==> config.mk <==
export PLATFORM = sky130hd
export DESIGN_NAME = alu_cmd_issuer_flat
export DESIGN_NICKNAME = d
export VERILOG_FILES = /design/src/rtl/alu_pkg.sv /design/src/rtl/alu_cmd_issuer_if.sv /design/src/rtl/alu_cmd_issuer_cmd_fifo.sv /design/src/rtl/alu_cmd_issuer.sv /design/src/flat_wrapper.sv
export SDC_FILE = /design/constraint.sdc
export NUM_CORES = 1
export LEC_CHECK = 0
export CAP_MARGIN = 10
export CORE_MARGIN = 3
export CORE_UTILIZATION = 25
export CTS_BUF_LIST = sky130_fd_sc_hd__clkbuf_2
export DETAILED_ROUTE_END_ITERATION = 12
export DONT_BUFFER_PORTS = 1
export GPL_TIMING_DRIVEN = 0
export SLEW_MARGIN = 20
export SYNTH_ARGS = -nofsm -noshare
export SYNTH_HDL_FRONTEND = slang
export SYNTH_SLANG_ARGS = --single-unit
==> constraint.sdc <==
create_clock -name clk -period 3.3 [get_ports clk]
set_clock_uncertainty 0.1 [all_clocks]
set_input_delay 0.825 -clock clk [delete_from_list [all_inputs] [get_ports clk]]
set_output_delay 0.825 -clock clk [all_outputs]
set_load 0.005 [all_outputs]
==> src/rtl/alu_pkg.sv <==
// Shared constants and types for the ALU command issuer.
package alu_pkg;

  localparam int unsigned DEF_DATA_W  = 8;
  localparam int unsigned DEF_INSTR_W = 16;

  // Instruction bits that choose which ALU output lane is returned
  localparam int unsigned LANE_HI = 13;
  localparam int unsigned LANE_LO = 12;

  typedef enum logic [1:0] {
    ST_IDLE  = 2'd0,
    ST_ISSUE = 2'd1,
    ST_WAIT  = 2'd2,
    ST_RESP  = 2'd3
  } state_t;

endpackage

==> src/rtl/alu_cmd_issuer_if.sv <==
// Host command/response channels plus the ALU drive/observe bus.
interface alu_cmd_issuer_if #(
  parameter int unsigned DATA_W  = 8,
  parameter int unsigned INSTR_W = 16
);
  logic               cmd_valid;
  logic               cmd_ready;
  logic [INSTR_W-1:0] cmd_instr;
  logic [DATA_W-1:0]  cmd_data0;
  logic [DATA_W-1:0]  cmd_data1;

  logic [INSTR_W-1:0] alu_instruction;
  logic [DATA_W-1:0]  alu_data0;
  logic [DATA_W-1:0]  alu_data1;
  logic [DATA_W-1:0]  alu_out0;
  logic [DATA_W-1:0]  alu_out1;
  logic [DATA_W-1:0]  alu_out2;
  logic [DATA_W-1:0]  alu_out3;
  logic               alu_overflow;
  logic               alu_zero;

  logic               rsp_valid;
  logic               rsp_ready;
  logic [DATA_W-1:0]  rsp_result;
  logic               rsp_overflow;
  logic               rsp_zero;

  modport master (
    input  cmd_valid, cmd_instr, cmd_data0, cmd_data1,
    input  alu_out0, alu_out1, alu_out2, alu_out3, alu_overflow, alu_zero,
    input  rsp_ready,
    output cmd_ready, alu_instruction, alu_data0, alu_data1,
    output rsp_valid, rsp_result, rsp_overflow, rsp_zero
  );

  modport slave (
    output cmd_valid, cmd_instr, cmd_data0, cmd_data1,
    output alu_out0, alu_out1, alu_out2, alu_out3, alu_overflow, alu_zero,
    output rsp_ready,
    input  cmd_ready, alu_instruction, alu_data0, alu_data1,
    input  rsp_valid, rsp_result, rsp_overflow, rsp_zero
  );
endinterface

==> src/rtl/alu_cmd_issuer_cmd_fifo.sv <==
// Synchronous command FIFO with registered occupancy and full/empty flags.
module cmd_fifo #(
  parameter int unsigned WIDTH = 32,
  parameter int unsigned DEPTH = 4
) (
  input  logic             clk,
  input  logic             rst,
  input  logic             push,
  input  logic [WIDTH-1:0] wdata,
  input  logic             pop,
  output logic [WIDTH-1:0] rdata,
  output logic             full,
  output logic             empty
);
  localparam int unsigned AW = (DEPTH > 1) ? $clog2(DEPTH) : 1;

  logic [WIDTH-1:0] mem [DEPTH];
  logic [AW-1:0]    wr_ptr;
  logic [AW-1:0]    rd_ptr;
  logic [AW:0]      count;
  logic [AW:0]      count_next;
  logic             do_push;
  logic             do_pop;

  assign do_push = push & ~full;
  assign do_pop  = pop & ~empty;
  assign rdata   = mem[rd_ptr];

  always_comb begin
    count_next = count;
    case ({do_push, do_pop})
      2'b10:   count_next = count + (AW+1)'(1);
      2'b01:   count_next = count - (AW+1)'(1);
      default: count_next = count;
    endcase
  end

  always_ff @(posedge clk) begin
    if (rst) begin
      wr_ptr <= '0;
      rd_ptr <= '0;
      count  <= '0;
      full   <= 1'b0;
      empty  <= 1'b1;
    end else begin
      if (do_push) wr_ptr <= wr_ptr + AW'(1);
      if (do_pop)  rd_ptr <= rd_ptr + AW'(1);
      count <= count_next;
      full  <= (count_next == (AW+1)'(DEPTH));
      empty <= (count_next == '0);
    end
  end

  // Storage carries no reset; validity is tracked by the pointers
  always_ff @(posedge clk) begin
    if (do_push) mem[wr_ptr] <= wdata;
  end

endmodule

==> src/rtl/alu_cmd_issuer.sv <==
// Buffers host commands, drives them one at a time into the ALU and
// returns the selected result lane and flags on a response channel.
module alu_cmd_issuer
  import alu_pkg::*;
#(
  parameter int unsigned DATA_W  = DEF_DATA_W,
  parameter int unsigned INSTR_W = DEF_INSTR_W,
  parameter int unsigned DEPTH   = 4,
  parameter int unsigned ALU_LAT = 1
) (
  input  logic              clk,
  input  logic              rst,
  alu_cmd_issuer_if.master  bus
);
  localparam int unsigned CMD_W = INSTR_W + 2 * DATA_W;
  localparam int unsigned CNT_W = (ALU_LAT > 1) ? $clog2(ALU_LAT) : 1;

  state_t             state;
  state_t             state_next;
  logic [CNT_W-1:0]   cnt;
  logic [CNT_W-1:0]   cnt_next;
  logic               pop_c;
  logic               capture_c;
  logic               push_c;
  logic               full;
  logic               empty;
  logic [CMD_W-1:0]   head;
  logic [DATA_W-1:0]  lane_c;

  logic [INSTR_W-1:0] instr_q;
  logic [DATA_W-1:0]  data0_q;
  logic [DATA_W-1:0]  data1_q;
  logic               rsp_valid_q;
  logic [DATA_W-1:0]  rsp_result_q;
  logic               rsp_overflow_q;
  logic               rsp_zero_q;

  assign push_c        = bus.cmd_valid & ~full;
  assign bus.cmd_ready = ~full;

  cmd_fifo #(
    .WIDTH (CMD_W),
    .DEPTH (DEPTH)
  ) u_cmd_fifo (
    .clk   (clk),
    .rst   (rst),
    .push  (push_c),
    .wdata ({bus.cmd_instr, bus.cmd_data0, bus.cmd_data1}),
    .pop   (pop_c),
    .rdata (head),
    .full  (full),
    .empty (empty)
  );

  always_ff @(posedge clk) begin
    if (rst) begin
      state <= ST_IDLE;
      cnt   <= '0;
    end else begin
      state <= state_next;
      cnt   <= cnt_next;
    end
  end

  always_comb begin
    state_next = state;
    cnt_next   = cnt;
    pop_c      = 1'b0;
    capture_c  = 1'b0;
    case (state)
      ST_IDLE: begin
        if (!empty) begin
          pop_c      = 1'b1;
          state_next = ST_ISSUE;
        end
      end
      ST_ISSUE: begin
        cnt_next   = CNT_W'(ALU_LAT - 1);
        state_next = ST_WAIT;
      end
      ST_WAIT: begin
        if (cnt == '0) begin
          capture_c  = 1'b1;
          state_next = ST_RESP;
        end else begin
          cnt_next = cnt - CNT_W'(1);
        end
      end
      ST_RESP: begin
        if (bus.rsp_ready) state_next = ST_IDLE;
      end
      default: state_next = ST_IDLE;
    endcase
  end

  // Only the lane-select field of the instruction is interpreted here
  always_comb begin
    case (instr_q[LANE_HI:LANE_LO])
      2'd0:    lane_c = bus.alu_out0;
      2'd1:    lane_c = bus.alu_out1;
      2'd2:    lane_c = bus.alu_out2;
      default: lane_c = bus.alu_out3;
    endcase
  end

  always_ff @(posedge clk) begin
    if (rst) begin
      instr_q        <= '0;
      data0_q        <= '0;
      data1_q        <= '0;
      rsp_valid_q    <= 1'b0;
      rsp_result_q   <= '0;
      rsp_overflow_q <= 1'b0;
      rsp_zero_q     <= 1'b0;
    end else begin
      if (pop_c) {instr_q, data0_q, data1_q} <= head;
      if (capture_c) begin
        rsp_valid_q    <= 1'b1;
        rsp_result_q   <= lane_c;
        rsp_overflow_q <= bus.alu_overflow;
        rsp_zero_q     <= bus.alu_zero;
      end else if (state == ST_RESP && bus.rsp_ready) begin
        rsp_valid_q <= 1'b0;
      end
    end
  end

  assign bus.alu_instruction = instr_q;
  assign bus.alu_data0       = data0_q;
  assign bus.alu_data1       = data1_q;
  assign bus.rsp_valid       = rsp_valid_q;
  assign bus.rsp_result      = rsp_result_q;
  assign bus.rsp_overflow    = rsp_overflow_q;
  assign bus.rsp_zero        = rsp_zero_q;

endmodule
==> src/flat_wrapper.sv <==
// flat-port wrapper written by rule: the top's interface ports become plain ports
module alu_cmd_issuer_flat import alu_pkg::*;
#(
  parameter int unsigned DATA_W  = DEF_DATA_W,
  parameter int unsigned INSTR_W = DEF_INSTR_W,
  parameter int unsigned DEPTH   = 4,
  parameter int unsigned ALU_LAT = 1
)
  (clk, rst, bus_cmd_valid, bus_cmd_instr, bus_cmd_data0, bus_cmd_data1, bus_alu_out0, bus_alu_out1, bus_alu_out2, bus_alu_out3, bus_alu_overflow, bus_alu_zero, bus_rsp_ready, bus_cmd_ready, bus_alu_instruction, bus_alu_data0, bus_alu_data1, bus_rsp_valid, bus_rsp_result, bus_rsp_overflow, bus_rsp_zero);
  alu_cmd_issuer_if #(.DATA_W(DATA_W), .INSTR_W(INSTR_W)) bus_i ();
  input  logic clk;
  input  logic rst;
  input wire logic [$bits(bus_i.cmd_valid)-1:0] bus_cmd_valid;
  input wire logic [$bits(bus_i.cmd_instr)-1:0] bus_cmd_instr;
  input wire logic [$bits(bus_i.cmd_data0)-1:0] bus_cmd_data0;
  input wire logic [$bits(bus_i.cmd_data1)-1:0] bus_cmd_data1;
  input wire logic [$bits(bus_i.alu_out0)-1:0] bus_alu_out0;
  input wire logic [$bits(bus_i.alu_out1)-1:0] bus_alu_out1;
  input wire logic [$bits(bus_i.alu_out2)-1:0] bus_alu_out2;
  input wire logic [$bits(bus_i.alu_out3)-1:0] bus_alu_out3;
  input wire logic [$bits(bus_i.alu_overflow)-1:0] bus_alu_overflow;
  input wire logic [$bits(bus_i.alu_zero)-1:0] bus_alu_zero;
  input wire logic [$bits(bus_i.rsp_ready)-1:0] bus_rsp_ready;
  output wire logic [$bits(bus_i.cmd_ready)-1:0] bus_cmd_ready;
  output wire logic [$bits(bus_i.alu_instruction)-1:0] bus_alu_instruction;
  output wire logic [$bits(bus_i.alu_data0)-1:0] bus_alu_data0;
  output wire logic [$bits(bus_i.alu_data1)-1:0] bus_alu_data1;
  output wire logic [$bits(bus_i.rsp_valid)-1:0] bus_rsp_valid;
  output wire logic [$bits(bus_i.rsp_result)-1:0] bus_rsp_result;
  output wire logic [$bits(bus_i.rsp_overflow)-1:0] bus_rsp_overflow;
  output wire logic [$bits(bus_i.rsp_zero)-1:0] bus_rsp_zero;
  assign bus_i.cmd_valid = bus_cmd_valid;
  assign bus_i.cmd_instr = bus_cmd_instr;
  assign bus_i.cmd_data0 = bus_cmd_data0;
  assign bus_i.cmd_data1 = bus_cmd_data1;
  assign bus_i.alu_out0 = bus_alu_out0;
  assign bus_i.alu_out1 = bus_alu_out1;
  assign bus_i.alu_out2 = bus_alu_out2;
  assign bus_i.alu_out3 = bus_alu_out3;
  assign bus_i.alu_overflow = bus_alu_overflow;
  assign bus_i.alu_zero = bus_alu_zero;
  assign bus_i.rsp_ready = bus_rsp_ready;
  assign bus_cmd_ready = bus_i.cmd_ready;
  assign bus_alu_instruction = bus_i.alu_instruction;
  assign bus_alu_data0 = bus_i.alu_data0;
  assign bus_alu_data1 = bus_i.alu_data1;
  assign bus_rsp_valid = bus_i.rsp_valid;
  assign bus_rsp_result = bus_i.rsp_result;
  assign bus_rsp_overflow = bus_i.rsp_overflow;
  assign bus_rsp_zero = bus_i.rsp_zero;
  alu_cmd_issuer #(.DATA_W(DATA_W), .INSTR_W(INSTR_W), .DEPTH(DEPTH), .ALU_LAT(ALU_LAT)) u_core (.clk(clk), .rst(rst), .bus(bus_i));
endmodule
==> results.sh, run 1 <==
export IMPL_yosysSeqAreaShare_pct=72.5
export IMPL_p_comb_share_pct=23.5
export IMPL_wirelength_um=14400
export IMPL_synth_fp_nets=432
export IMPL_insertion_delay_ns=0.76
export IMPL_grt_overflow=0
export IMPL_fin_hold_ws_ns=0.163
export IMPL_crit_path_max_fanout=4
export IMPL_start_util_pct=25.8
export IMPL_synthToLayoutAreaGrowth_pct=16.5
export IMPL_dpl_worst_slack_ns=0.225
export IMPL_syn_avg_cell_area_um2=19.3
export IMPL_cpMostUsedCell="ha_1"
export IMPL_gp_congestion=0.680
export IMPL_cp_required_ns=3.87
export IMPL_slew_headroom_pct=53.4
export IMPL_num_io_pins=114
export IMPL_slowest_delay_ns=0.44
export IMPL_grt_pass1_wl_um=21300
export IMPL_cp_start_kind="flop"
export IMPL_power_frac_clock_pct=21.1
export IMPL_routedWlPerCell_um=19.0
export IMPL_timing_fmax_mhz=380
export IMPL_port_buffers=0
export IMPL_antenna_cells=0
export IMPL_cts_sinks=182
export IMPL_yosys_area_top_type_share_pct=56.6
export IMPL_path_depth=8
export IMPL_dr_first_iter_drc_count=146
export IMPL_yosysTopAreaCell="edfxtp_1"
export IMPL_ys_types=32
export IMPL_powerDensity_mw_per_mm2=690
export IMPL_path_delay_family="adder cells"
export IMPL_stdcell_area_mm2=0.00791
export IMPL_crit_path_cell_trace="inv_1 > ha_1 > nor2b_2 > ha_1 > fa_1 > xnor2_1 > or3_1 > a211oi_1"
export IMPL_die_area_mm2=0.0292
export IMPL_reg2reg_from="u_core.state[1]"
export IMPL_timing_final_ws_setup_ns=0.669
export IMPL_die_x_um=171
export IMPL_max_cap_violations=0
export IMPL_fin_crit_ns=2.63
export IMPL_viasPerCell=4.36
export IMPL_ctsLongestPathBuffers=2
export IMPL_hold_class="in -> reg"
export IMPL_dp_hpwl_um=9850
export IMPL_h_tree_depth=4
export IMPL_grt_pass1_vias=3523
export IMPL_holdPathStages=3
export IMPL_hold_viol_final=0
export IMPL_cpMaxStageDelayCell="dfxtp_1"
export IMPL_pwr_share_seq_pct=55.4
export IMPL_drive_gt1_share_pct=21.7
export IMPL_power_leakage_nw=2.60
export IMPL_netlist_area_mm2=0.00679
export IMPL_cp_arrival_ns=3.20
export IMPL_ir_drop_mv=0.297
export IMPL_core_area_mm2=0.0264
export IMPL_clock_root_buffer="clkbuf_2"
export IMPL_worstRegToRegCells=8
export IMPL_run_status="finished clean"
export IMPL_synthesis_instances=352
export IMPL_antenna_found_initial=0
export IMPL_p_sw_share_pct=32.0
export IMPL_yosys_warnings=0
export IMPL_nets=490
export IMPL_clkSlewWorstSetupHoldPaths_ns=0.32
export IMPL_cp_end_kind="flop"
export IMPL_numCtsBuffers=17
export IMPL_critical_path_class="reg -> reg"
export IMPL_final_util_pct=30.0
export IMPL_grt_max_degree=21
export IMPL_drv_slew=0
export IMPL_postPlaceCellArea_mm2=0.00730
export IMPL_die_y_um=171
export IMPL_hold_start="bus_rsp_ready"
export IMPL_drc=0
export IMPL_worst_pin_slew_ns=0.699
export IMPL_p_sw_mw=1.75
export IMPL_grt_use_total_pct=10.0
export IMPL_crit_start="u_core.state[1]"
export IMPL_first_pass_iters=4
export IMPL_fin_crit_sh_pct=79.7
export IMPL_ys_seq_elements=182
export IMPL_routed_via_count=3302
export IMPL_p_int_mw=3.71
export IMPL_crit_buf_inv=1
export IMPL_cts_tree="yes"
export IMPL_ant_nets=0
export IMPL_num_rows=59
export IMPL_finalSetupViolCount=0
export IMPL_rsz0062_at_grt="no"
export IMPL_tns_ns=0
export IMPL_synthTopCellsByArea="edfxtp_1 (57%), dfxtp_1 (16%), mux4_2 (12%), a22o_1 (4.1%), mux2i_1 (1.8%)"
[path summary, 6_finish.rpt]
path	end	slack, ns
max	u_core.u_cmd_fifo.full	0.67
max reg2reg	u_core.u_cmd_fifo.full	0.67
min	u_core.bus.rsp_valid	0.16
min reg2reg	u_core.bus.alu_instruction[15]	0.46
[routing by layer]
metal  track usage, %  up-vias  routed length, um
li1                 -     1528                  -
met1             11.5     1666               5880
met2             17.9      100               7500
met3             3.79        8                947
met4             2.10        0                 95
met5                0        -                  0
[cells in the mapped netlist, drive strengths merged]
cell    instances
fa              1
nand2           2
o22ai           1
nor2b           3
buf            15
clkbuf          6
a311oi          1
a21o            1
a31o            1
xor2            1
nand2b          3
a21oi           4
mux4           40
dfxtp          54
and3b           1
xnor2           3
o21ai           1
or3             1
nand3           1
a22o           32
mux2i          12
o22a            1
inv             6
ha              9
edfxtp        128
a211oi          1
nand3b          1
nor2           18
and2            4
[placed cells by master (no fill, tap or decap), types with 2 or more instances in the layout]
master	netlist	final
a21oi_1	4	4
clkinv_8	0	6
xnor2_1	3	3
inv_1	6	6
mux4_1	4	4
buf_12	0	4
nand2b_1	3	3
inv_6	0	4
dlygate4sd3_1	0	35
clkbuf_2	0	17
mux4_2	36	36
nor2b_1	2	2
nor2_1	18	18
clkbuf_1	6	6
nand2_1	2	2
a22o_1	32	32
mux2i_1	12	12
ha_1	9	9
buf_6	4	4
dfxtp_1	54	54
buf_2	11	11
and2_2	0	4
edfxtp_1	128	128
inv_8	0	3
[layout make-up]
type,count,area (um2)
plain buffers,21,123
flip-flops and latches,182,4920
multi-input cells,143,1730
repair buffers,39,430
clock buffers,17,85.1
fillers,2550,18400
clock inverters,15,179
inverters,6,22.5
well taps,335,419
[worst reg2reg max path, cell delays in order (launching register included)]
cell and delay [ns]:
dfxtp_1 0.44, inv_1 0.09, ha_1 0.22, nor2b_2 0.19, ha_1 0.22, fa_1 0.38
xnor2_1 0.15, or3_1 0.37, a211oi_1 0.38
[registers in the layout, indices dropped and copies added (netlist names)]
| name | flops |
|---|---|
| u_core.bus.alu_instruction | 16 |
| u_core.bus.rsp_valid | 1 |
| u_core.bus.alu_data1 | 8 |
| u_core.u_cmd_fifo.wr_ptr | 2 |
| u_core.state | 2 |
| u_core.bus.rsp_overflow | 1 |
| u_core.u_cmd_fifo.count | 3 |
| u_core.u_cmd_fifo.full | 1 |
| u_core.bus.rsp_result | 8 |
| u_core.u_cmd_fifo.rd_ptr | 2 |
| u_core.u_cmd_fifo.empty | 1 |
| u_core.bus.rsp_zero | 1 |
| u_core.bus.alu_data0 | 8 |
| u_core.u_cmd_fifo.mem | 128 |
[per-stage QoR]
step | power (mW) | instances
after CTS | 5.58 | 758
after detailed placement | 4.36 | 691
final | 5.46 | 758
after global routing | 5.82 | 758
after floorplan | 3.96 | 352
after global placement | 4.27 | 687
[cell families (layout without fill, tap and decap cells)]
kind of cell / after synthesis / count (layout) / share of synthesized area [%]
compound gates: 43 / 43 / 5.19
buf+inv: 27 / 98 / 2.14
simple gates: 34 / 34 / 2.47
fa+ha+maj: 10 / 10 / 1.95
flops: 182 / 182 / 72.5
xor+xnor: 4 / 4 / 0.516
mux: 52 / 52 / 15.2
[power by group through the flow]
| stage | Clock (mW) | Sequential, mW | Combinational [mW] |
|---|---|---|---|
| after detailed placement | 0 | 3.09 | 1.27 |
| after global routing | 1.32 | 3.07 | 1.42 |
| after global placement | 0 | 3.09 | 1.18 |
| after floorplan | 0 | 3.00 | 0.955 |
| final | 1.15 | 3.02 | 1.28 |
| after CTS | 1.22 | 3.04 | 1.32 |
[what timing repair did]
action,CTS,global route
resized for setup,0,0
setup buffers,0,0
hold buffers,35,0
endpoints found under the setup margin,0,0
hold endpoints to repair,132,0
No activity file was read; power rests on OpenSTA's default activity.
==> run 2, diff against run 1 <==
- clock period: 3.3 -> 2.3 ns (I/O delays scaled with it)
==> results.sh, run 2 (synthesized netlist as in run 1, its figures left out) <==
export IMPL_cp_start_kind="flop"
export IMPL_final_common_cell="edfxtp_1"
export IMPL_top_register="u_core.u_cmd_fifo.mem"
export IMPL_crit_path_max_fanout=4
export IMPL_grt_overflow=0
export IMPL_finalSetupViolCount=0
export IMPL_port_buffers=0
export IMPL_first_pass_iters=4
export IMPL_core_area_mm2=0.0264
export IMPL_synthToLayoutAreaGrowth_pct=20.5
export IMPL_routed_via_count=3419
export IMPL_ant_nets=0
export IMPL_insertion_delay_ns=0.79
export IMPL_drc=0
export IMPL_critical_path_class="reg -> reg"
export IMPL_die_x_um=171
export IMPL_crit_path_cell_trace="inv_2 > ha_4 > nor2b_4 > ha_2 > fa_2 > xnor2_1 > or3_4 > a31o_2"
export IMPL_postPlaceCellArea_mm2=0.00730
export IMPL_slowest_delay_ns=0.41
export IMPL_routedWlPerCell_um=18.5
export IMPL_powerDensity_mw_per_mm2=1010
export IMPL_worst_pin_slew_ns=0.652
export IMPL_max_cap_violations=0
export IMPL_gp_congestion=0.706
export IMPL_fin_crit_ns=2.20
export IMPL_largest_reg_flops=128
export IMPL_fin_crit_sh_pct=95.7
export IMPL_total_power_mw=8.25
export IMPL_grt_max_degree=24
export IMPL_dr_first_iter_drc_count=142
export IMPL_clkSlewWorstSetupHoldPaths_ns=0.33
export IMPL_ir_drop_mv=0.394
export IMPL_num_rows=59
export IMPL_cp_arrival_ns=2.82
export IMPL_die_y_um=171
export IMPL_grt_pass1_wl_um=21100
export IMPL_num_io_pins=114
export IMPL_cp_required_ns=2.91
export IMPL_cpMaxStageDelayCell="dfxtp_2"
export IMPL_tns_ns=0
export IMPL_power_leakage_nw=2.71
export IMPL_grt_pass1_vias=3693
export IMPL_cp_end_kind="flop"
export IMPL_final_util_pct=31.1
export IMPL_wirelength_um=14300
export IMPL_grt_use_total_pct=9.83
export IMPL_clock_root_buffer="clkbuf_2"
export IMPL_nets=509
export IMPL_ctsLongestPathBuffers=2
export IMPL_die_area_mm2=0.0292
export IMPL_cts_tree="yes"
export IMPL_h_tree_depth=4
export IMPL_timing_fmax_mhz=454
export IMPL_start_util_pct=25.8
export IMPL_drv_slew=0
export IMPL_cts_sinks=182
export IMPL_antenna_cells=0
export IMPL_slew_headroom_pct=56.5
export IMPL_run_status="finished clean"
export IMPL_mostFrequentLayoutCells="edfxtp_1 (128), dlygate4sd3_1 (52), dfxtp_1 (52)"
export IMPL_viasPerCell=4.40
export IMPL_hold_viol_final=0
export IMPL_hold_class="in -> reg"
export IMPL_stdcell_area_mm2=0.00819
export IMPL_antenna_found_initial=0
export IMPL_drive_gt1_share_pct=23.8
export IMPL_rsz0062_at_grt="no"
export IMPL_dp_hpwl_um=9630
export IMPL_numCtsBuffers=17
==> run 2: cell types whose count changed in the layout (fill, tap and decap cells not counted), sizes merged <==
cell,delta
inv,+4
buf,+2
dlygate4sd3,+17
clkinv,-4
==> run 2: cell type report <==
type / count / area, um2
clock buffers: 17 / 85.1
clock inverters: 15 / 223
multi-input cells: 143 / 1770
inverters: 6 / 22.5
flip-flops and latches: 182 / 4930
fillers: 2533 / 18200
plain buffers: 21 / 124
repair buffers: 58 / 616
well taps: 335 / 419
==> run 2: worst max-delay path, delay by kind of cell, from the launching register on <==
kind | cells | cell delay [ns]
fa+ha+maj | 3 | 0.69
buf+inv | 1 | 0.05
xor+xnor | 1 | 0.15
compound gates | 1 | 0.24
simple gates | 2 | 0.51
flops | 1 | 0.41
==> run 2: power by group <==
group | switching [mW] | leakage [nW] | internal, mW | total, mW
Sequential | 0.309 | 1.62 | 4.04 | 4.35
Combinational | 0.973 | 0.916 | 1.05 | 2.02
Clock | 1.42 | 0.173 | 0.461 | 1.88
==> run 2: stage by stage <==
step                hold slack, ns  std cells  setup slack, ns
floorplan                    0.366        352          -0.0550
global placement             0.409        687           -0.614
detailed placement           0.408        691           -0.290
CTS                         0.0414        777           0.0174
global route                0.0685        777           0.0131
finish                       0.132        777           0.0981
==> run 2: path summary, 6_finish.rpt <==
| kind | startpoint | end | slack, ns | cells past startpoint |
|---|---|---|---|---|
| worst min register to register | u_core.bus.rsp_valid | u_core.bus.rsp_valid | 0.46 | 2 |
| worst max register to register | u_core.state[0] | u_core.u_cmd_fifo.empty | 0.1 | 8 |
| worst min-delay path | bus_cmd_valid | u_core.u_cmd_fifo.wr_ptr[0] | 0.13 | 4 |
| worst max-delay path | u_core.state[0] | u_core.u_cmd_fifo.empty | 0.1 | 8 |
==> run 2: repair_timing <==
action                                 CTS  global route
cloned                                   0             0
setup endpoints to repair                3             2
pin swaps                                1             2
gates resized for setup                  6             5
endpoints found under the hold margin  145             0
hold buffers                            52             0
setup buffers                            2             0
==> run 2: metal layers <==
metal  track usage [%]  vias to the layer above  wire, um
met3              3.47                        9      1060
met4              2.52                        0       131
met1              11.0                     1728      5790
met5                 0                        -         0
li1                  -                     1566         -
met2              17.8                      116      7370
==> run 3, diff against run 2 <==
- clock period: 2.3 -> 2.4 ns (I/O delays scaled with it)
==> results.sh, run 3 (synthesized netlist as in run 1, its figures left out) <==
export IMPL_run_status="finished clean"
export IMPL_power_frac_clock_pct=21.4
export IMPL_dr_first_iter_drc_count=217
export IMPL_grt_pass1_wl_um=21200
export IMPL_drc=0
export IMPL_dp_hpwl_um=9740
export IMPL_finalNonFillerCells=771
export IMPL_clkSlewWorstSetupHoldPaths_ns=0.31
export IMPL_antenna_found_initial=1
export IMPL_die_area_mm2=0.0292
export IMPL_hold_viol_final=0
export IMPL_nets=502
export IMPL_port_buffers=0
export IMPL_p_sw_share_pct=32.2
export IMPL_total_power_mw=7.68
export IMPL_first_pass_iters=4
export IMPL_core_area_mm2=0.0264
export IMPL_ctsLongestPathBuffers=2
export IMPL_fin_crit_ns=2.33
export IMPL_die_x_um=171
export IMPL_routed_via_count=3352
export IMPL_powerDensity_mw_per_mm2=950
export IMPL_grt_use_total_pct=9.89
export IMPL_drive_gt1_share_pct=23.4
export IMPL_num_io_pins=114
export IMPL_cp_arrival_ns=2.92
export IMPL_final_common_cell="edfxtp_1"
export IMPL_top_register="u_core.u_cmd_fifo.mem"
export IMPL_num_rows=59
export IMPL_ir_drop_mv=0.384
export IMPL_fillers=2526
export IMPL_gp_congestion=0.688
export IMPL_slew_headroom_pct=55.8
export IMPL_wirelength_um=14500
export IMPL_power_leakage_nw=2.66
export IMPL_critical_path_class="reg -> reg"
export IMPL_fin_crit_sh_pct=97.1
export IMPL_cts_sinks=182
export IMPL_grt_pass1_vias=3618
export IMPL_mostFrequentLayoutCells="edfxtp_1 (128), dfxtp_1 (52), dlygate4sd3_1 (46)"
export IMPL_finalSetupViolCount=0
export IMPL_routedWlPerCell_um=18.8
export IMPL_crit_path_max_fanout=4
export IMPL_dpl_worst_slack_ns=-0.107
export IMPL_start_util_pct=25.8
export IMPL_cp_start_kind="flop"
export IMPL_cp_end_kind="flop"
export IMPL_clock_root_buffer="clkbuf_2"
export IMPL_drv_slew=0
export IMPL_grt_max_degree=22
export IMPL_p_comb_share_pct=24.4
export IMPL_rsz0062_at_grt="no"
export IMPL_tns_ns=0
export IMPL_timing_fmax_mhz=429
export IMPL_hold_class="in -> reg"
export IMPL_max_cap_violations=0
export IMPL_die_y_um=171
export IMPL_h_tree_depth=4
export IMPL_cp_required_ns=2.99
export IMPL_seq_area_mm2=0.00493
export IMPL_insertion_delay_ns=0.75
export IMPL_worst_pin_slew_ns=0.663
export IMPL_multi_input_area_mm2=0.00175
export IMPL_ant_nets=0
export IMPL_numCtsBuffers=17
export IMPL_synthToLayoutAreaGrowth_pct=18.9
export IMPL_p_sw_mw=2.47
export IMPL_p_int_mw=5.20
export IMPL_largest_reg_flops=128
export IMPL_viasPerCell=4.35
export IMPL_cts_tree="yes"
export IMPL_pwr_share_seq_pct=54.3
export IMPL_grt_overflow=0
export IMPL_fin_hold_ws_ns=0.139
export IMPL_timing_final_ws_setup_ns=0.0686
export IMPL_dp_cells=691
[run 3: critical path, cell delays in order (launching register included)]
cell and delay, ns:
dfxtp_2 0.40, inv_1 0.07, ha_2 0.21, nor2b_2 0.19, ha_2 0.20, fa_2 0.33, xnor2_1 0.15, or3_4 0.39
a31o_2 0.24
[run 3: power groups by stage]
stage,clock [mW],combinational (mW),sequential [mW]
after floorplan,0,1.32,4.13
after global placement,0,1.62,4.25
after detailed placement,0,1.74,4.26
after CTS,1.75,1.90,4.18
after global routing,1.87,2.05,4.22
final,1.64,1.87,4.17
[run 3: per-layer routing]
layer / share of wire [%] / global-route usage [%]
met5: 0 / 0
met4: 0.86 / 2.45
met3: 6.6 / 3.49
met2: 51 / 17.6
met1: 41 / 11.4
[run 3: path summary, 6_finish.rpt]
kind                                                    start                            end  slack [ns]  cells after the start
worst min register to register  u_core.bus.alu_instruction[5]  u_core.bus.alu_instruction[5]        0.46                      1
worst max register to register                u_core.state[0]        u_core.u_cmd_fifo.empty        0.07                      8
worst max-delay path                          u_core.state[0]        u_core.u_cmd_fifo.empty        0.07                      8
worst min-delay path                          bus_alu_out0[7]       u_core.bus.rsp_result[7]        0.14                      3
[run 3: cell type report]
type | count | share of cell area (%)
clock inverters | 15 | 2.35
repair buffers | 51 | 6.97
plain buffers | 21 | 1.53
well taps | 335 | 5.19
diodes | 1 | 0.0310
clock buffers | 17 | 1.05
inverters | 6 | 0.279
flip-flops and latches | 182 | 61.0
multi-input cells | 143 | 21.6
[run 3: stage by stage]
stage               utilization (%)  area, um2
detailed placement             27.8       7320
global placement               27.4       7220
CTS                            30.6       8080
floorplan                         -       6800
finish                         30.7       8080
global route                   30.7       8080
[run 3: what timing repair did]
item | 4_1_cts | 5_1_grt
endpoints found under the setup margin | 2 | 2
pin swaps | 0 | 0
hold buffers | 46 | 0
setup buffers | 1 | 0
endpoints found under the hold margin | 142 | 0
resized for setup | 4 | 1
==> patch, RTL diff (config.mk and constraints of run 1) <==
Encoding of `state_t`: now one-hot (4 bits for 4 states).
--- a/src/rtl/alu_pkg.sv
+++ b/src/rtl/alu_pkg.sv
@@ -10,7 +10,7 @@
 
-  typedef enum logic [1:0] {
-    ST_IDLE  = 2'd0,
-    ST_ISSUE = 2'd1,
-    ST_WAIT  = 2'd2,
-    ST_RESP  = 2'd3
+  typedef enum logic [3:0] {
+    ST_IDLE  = 4'b0001,
+    ST_ISSUE = 4'b0010,
+    ST_WAIT  = 4'b0100,
+    ST_RESP  = 4'b1000
   } state_t;
Formal check against the unedited RTL: no difference found for any inputs over 10 cycles, from zero or initial values and one cycle with rst high; not proved beyond that.
==> patch against run 1 <==
- area after synthesis up 1.8%
- count of clock-buffer cells in the layout unchanged
- synthesized cell count rose by 7.1%
- largest cell class unchanged
- final area grew 2.7%
- routed wire length grew 0.30%
- worst setup slack better by 0.053 ns
- non-clock buffer count grew 3
- sequential cell count up 2
- total power rose by 3.7%
- combinational power rose by 10%
- clock power is 8% higher
==> patch: results (changes against run 1) <==
crit path max fanout=9 (was 4); total CTS buffers=17 (unchanged); number of global-route vias before repair=3912 (was 3523); number of vias per cell after detailed routing=4.354 (was 4.356); share of final-layout standard cells stronger than drive strength 1=0.2349 (was 0.2175); ys flop type=edfxtp_1 (unchanged); net count after synthesis=453 (was 432); overall track demand over capacity in global routing=0.09883 (was 0.1002); worst slew margin relative to its limit=0.4366 (was 0.5341); VDD IR-drop max=0.2824 mV (was 0.2969 mV); # hold bufs at CTS=34 (was 35); routed via count=3566 (was 3302); share of synthesized area occupied by flip-flops and latches=0.7179 (was 0.7249); half-perimeter wire length of the detailed placement result=10.11 mm (was 9.851 mm); top cells by area in the synthesized netlist=edfxtp_1, dfxtp_1, mux4_2, a22o_1, nand2_1 (was edfxtp_1, dfxtp_1, mux4_2, a22o_1, mux2i_1); clock insertion delay at the later pin of the skew report=0.76 ns (about the same); wire length after detailed routing=14.46 mm (was 14.42 mm); # placed instances=753 (was 691); total leakage power=2.616 nW (was 2.597 nW); result of the run=completed (unchanged); synth unique cells=45 (was 32); maximum number of pins on one net before global-route repair=23 (was 21); wire length of the first global-routing pass=21.72 mm (was 21.29 mm); area after detailed placement=0.007496 mm^2 (was 0.007298 mm^2); kind of path behind the tightest hold check=in2reg (unchanged); First DRT Iteration DRCs=229 (was 146); final weighted congestion in routability-driven placement=0.7195 (was 0.6798); Data arrival, critical path=3.18 ns (was 3.20 ns); power density of the placed cells=696.1 mW/mm^2 (was 689.7 mW/mm^2); worst slack at placement=0.3822 ns (was 0.2245 ns); number of antenna violations at the first check in global routing=0 (unchanged); Layout Nets=510 (was 490); Clock transition at path regs=0.30 ns (was 0.32 ns); Avg Inst Size Synth=18.34 um^2 (was 19.30 um^2); list of most frequent post-synthesis cells=edfxtp_1, dfxtp_1, mux4_2, a22o_1, nand2_1 (was edfxtp_1, dfxtp_1, mux4_2, a22o_1, nor2_1)
patch: cell types whose count changed after synthesis, sizes merged, moves of 3 or more:
cell / delta
a21oi: +9
ha: -4
mux2i: -10
nand2: +19
nor2: -11
or4b: +3
patch: where the power goes:
group	internal [mW]	total (mW)	switching (mW)
logic	0.716	1.41	0.695
clock network	0.299	1.24	0.939
registers	2.81	3.01	0.195
total	3.83	5.66	1.83
patch: final cells by class:
type	instances	area, um^2
fillers	2672	18980
flip-flops and latches	184	4965
multi-input cells	160	1774
well taps	372	465.4
repair buffers	38	450.4
clock inverters	15	203.9
plain buffers	25	151.4
clock buffers	17	85.08
inverters	8	30.03
patch: worst max-delay path: stages, from the launching register on:
cell      delay, ns
dfxtp_1        0.38
buf_6          0.13
or4b_4         0.58
nor2_1         0.17
ha_1           0.24
fa_1           0.20
xnor2_1        0.08
or3_1          0.37
a211oi_1       0.27
patch: path summary, 6_finish.rpt:
path | from | to | slack [ns] | cells after the start
setup / recovery | u_core.state[3] | u_core.u_cmd_fifo.full | 0.72 | 8
hold / removal | bus_rsp_ready | u_core.state[3] | 0.18 | 2
setup reg to reg | u_core.state[3] | u_core.u_cmd_fifo.full | 0.72 | 8
hold reg to reg | u_core.bus.rsp_result[4] | u_core.bus.rsp_result[4] | 0.40 | 2
patch: layer usage:
layer  up-vias  routed length, um  track usage
met4         0                149      0.02950
met1      1823               5903       0.1097
met3        10               1100      0.03795
met5         -                  0            0
li1       1624                  -            -
met2       109               7306       0.1760
patch: cell families after synthesis:
family,count (synthesis),synth area share
xor+xnor,3,0.003800
buf+inv,33,0.02623
flops,184,0.7179
simple gates,48,0.03890
mux,42,0.1332
compound gates,61,0.06803
fa+ha+maj,6,0.01194
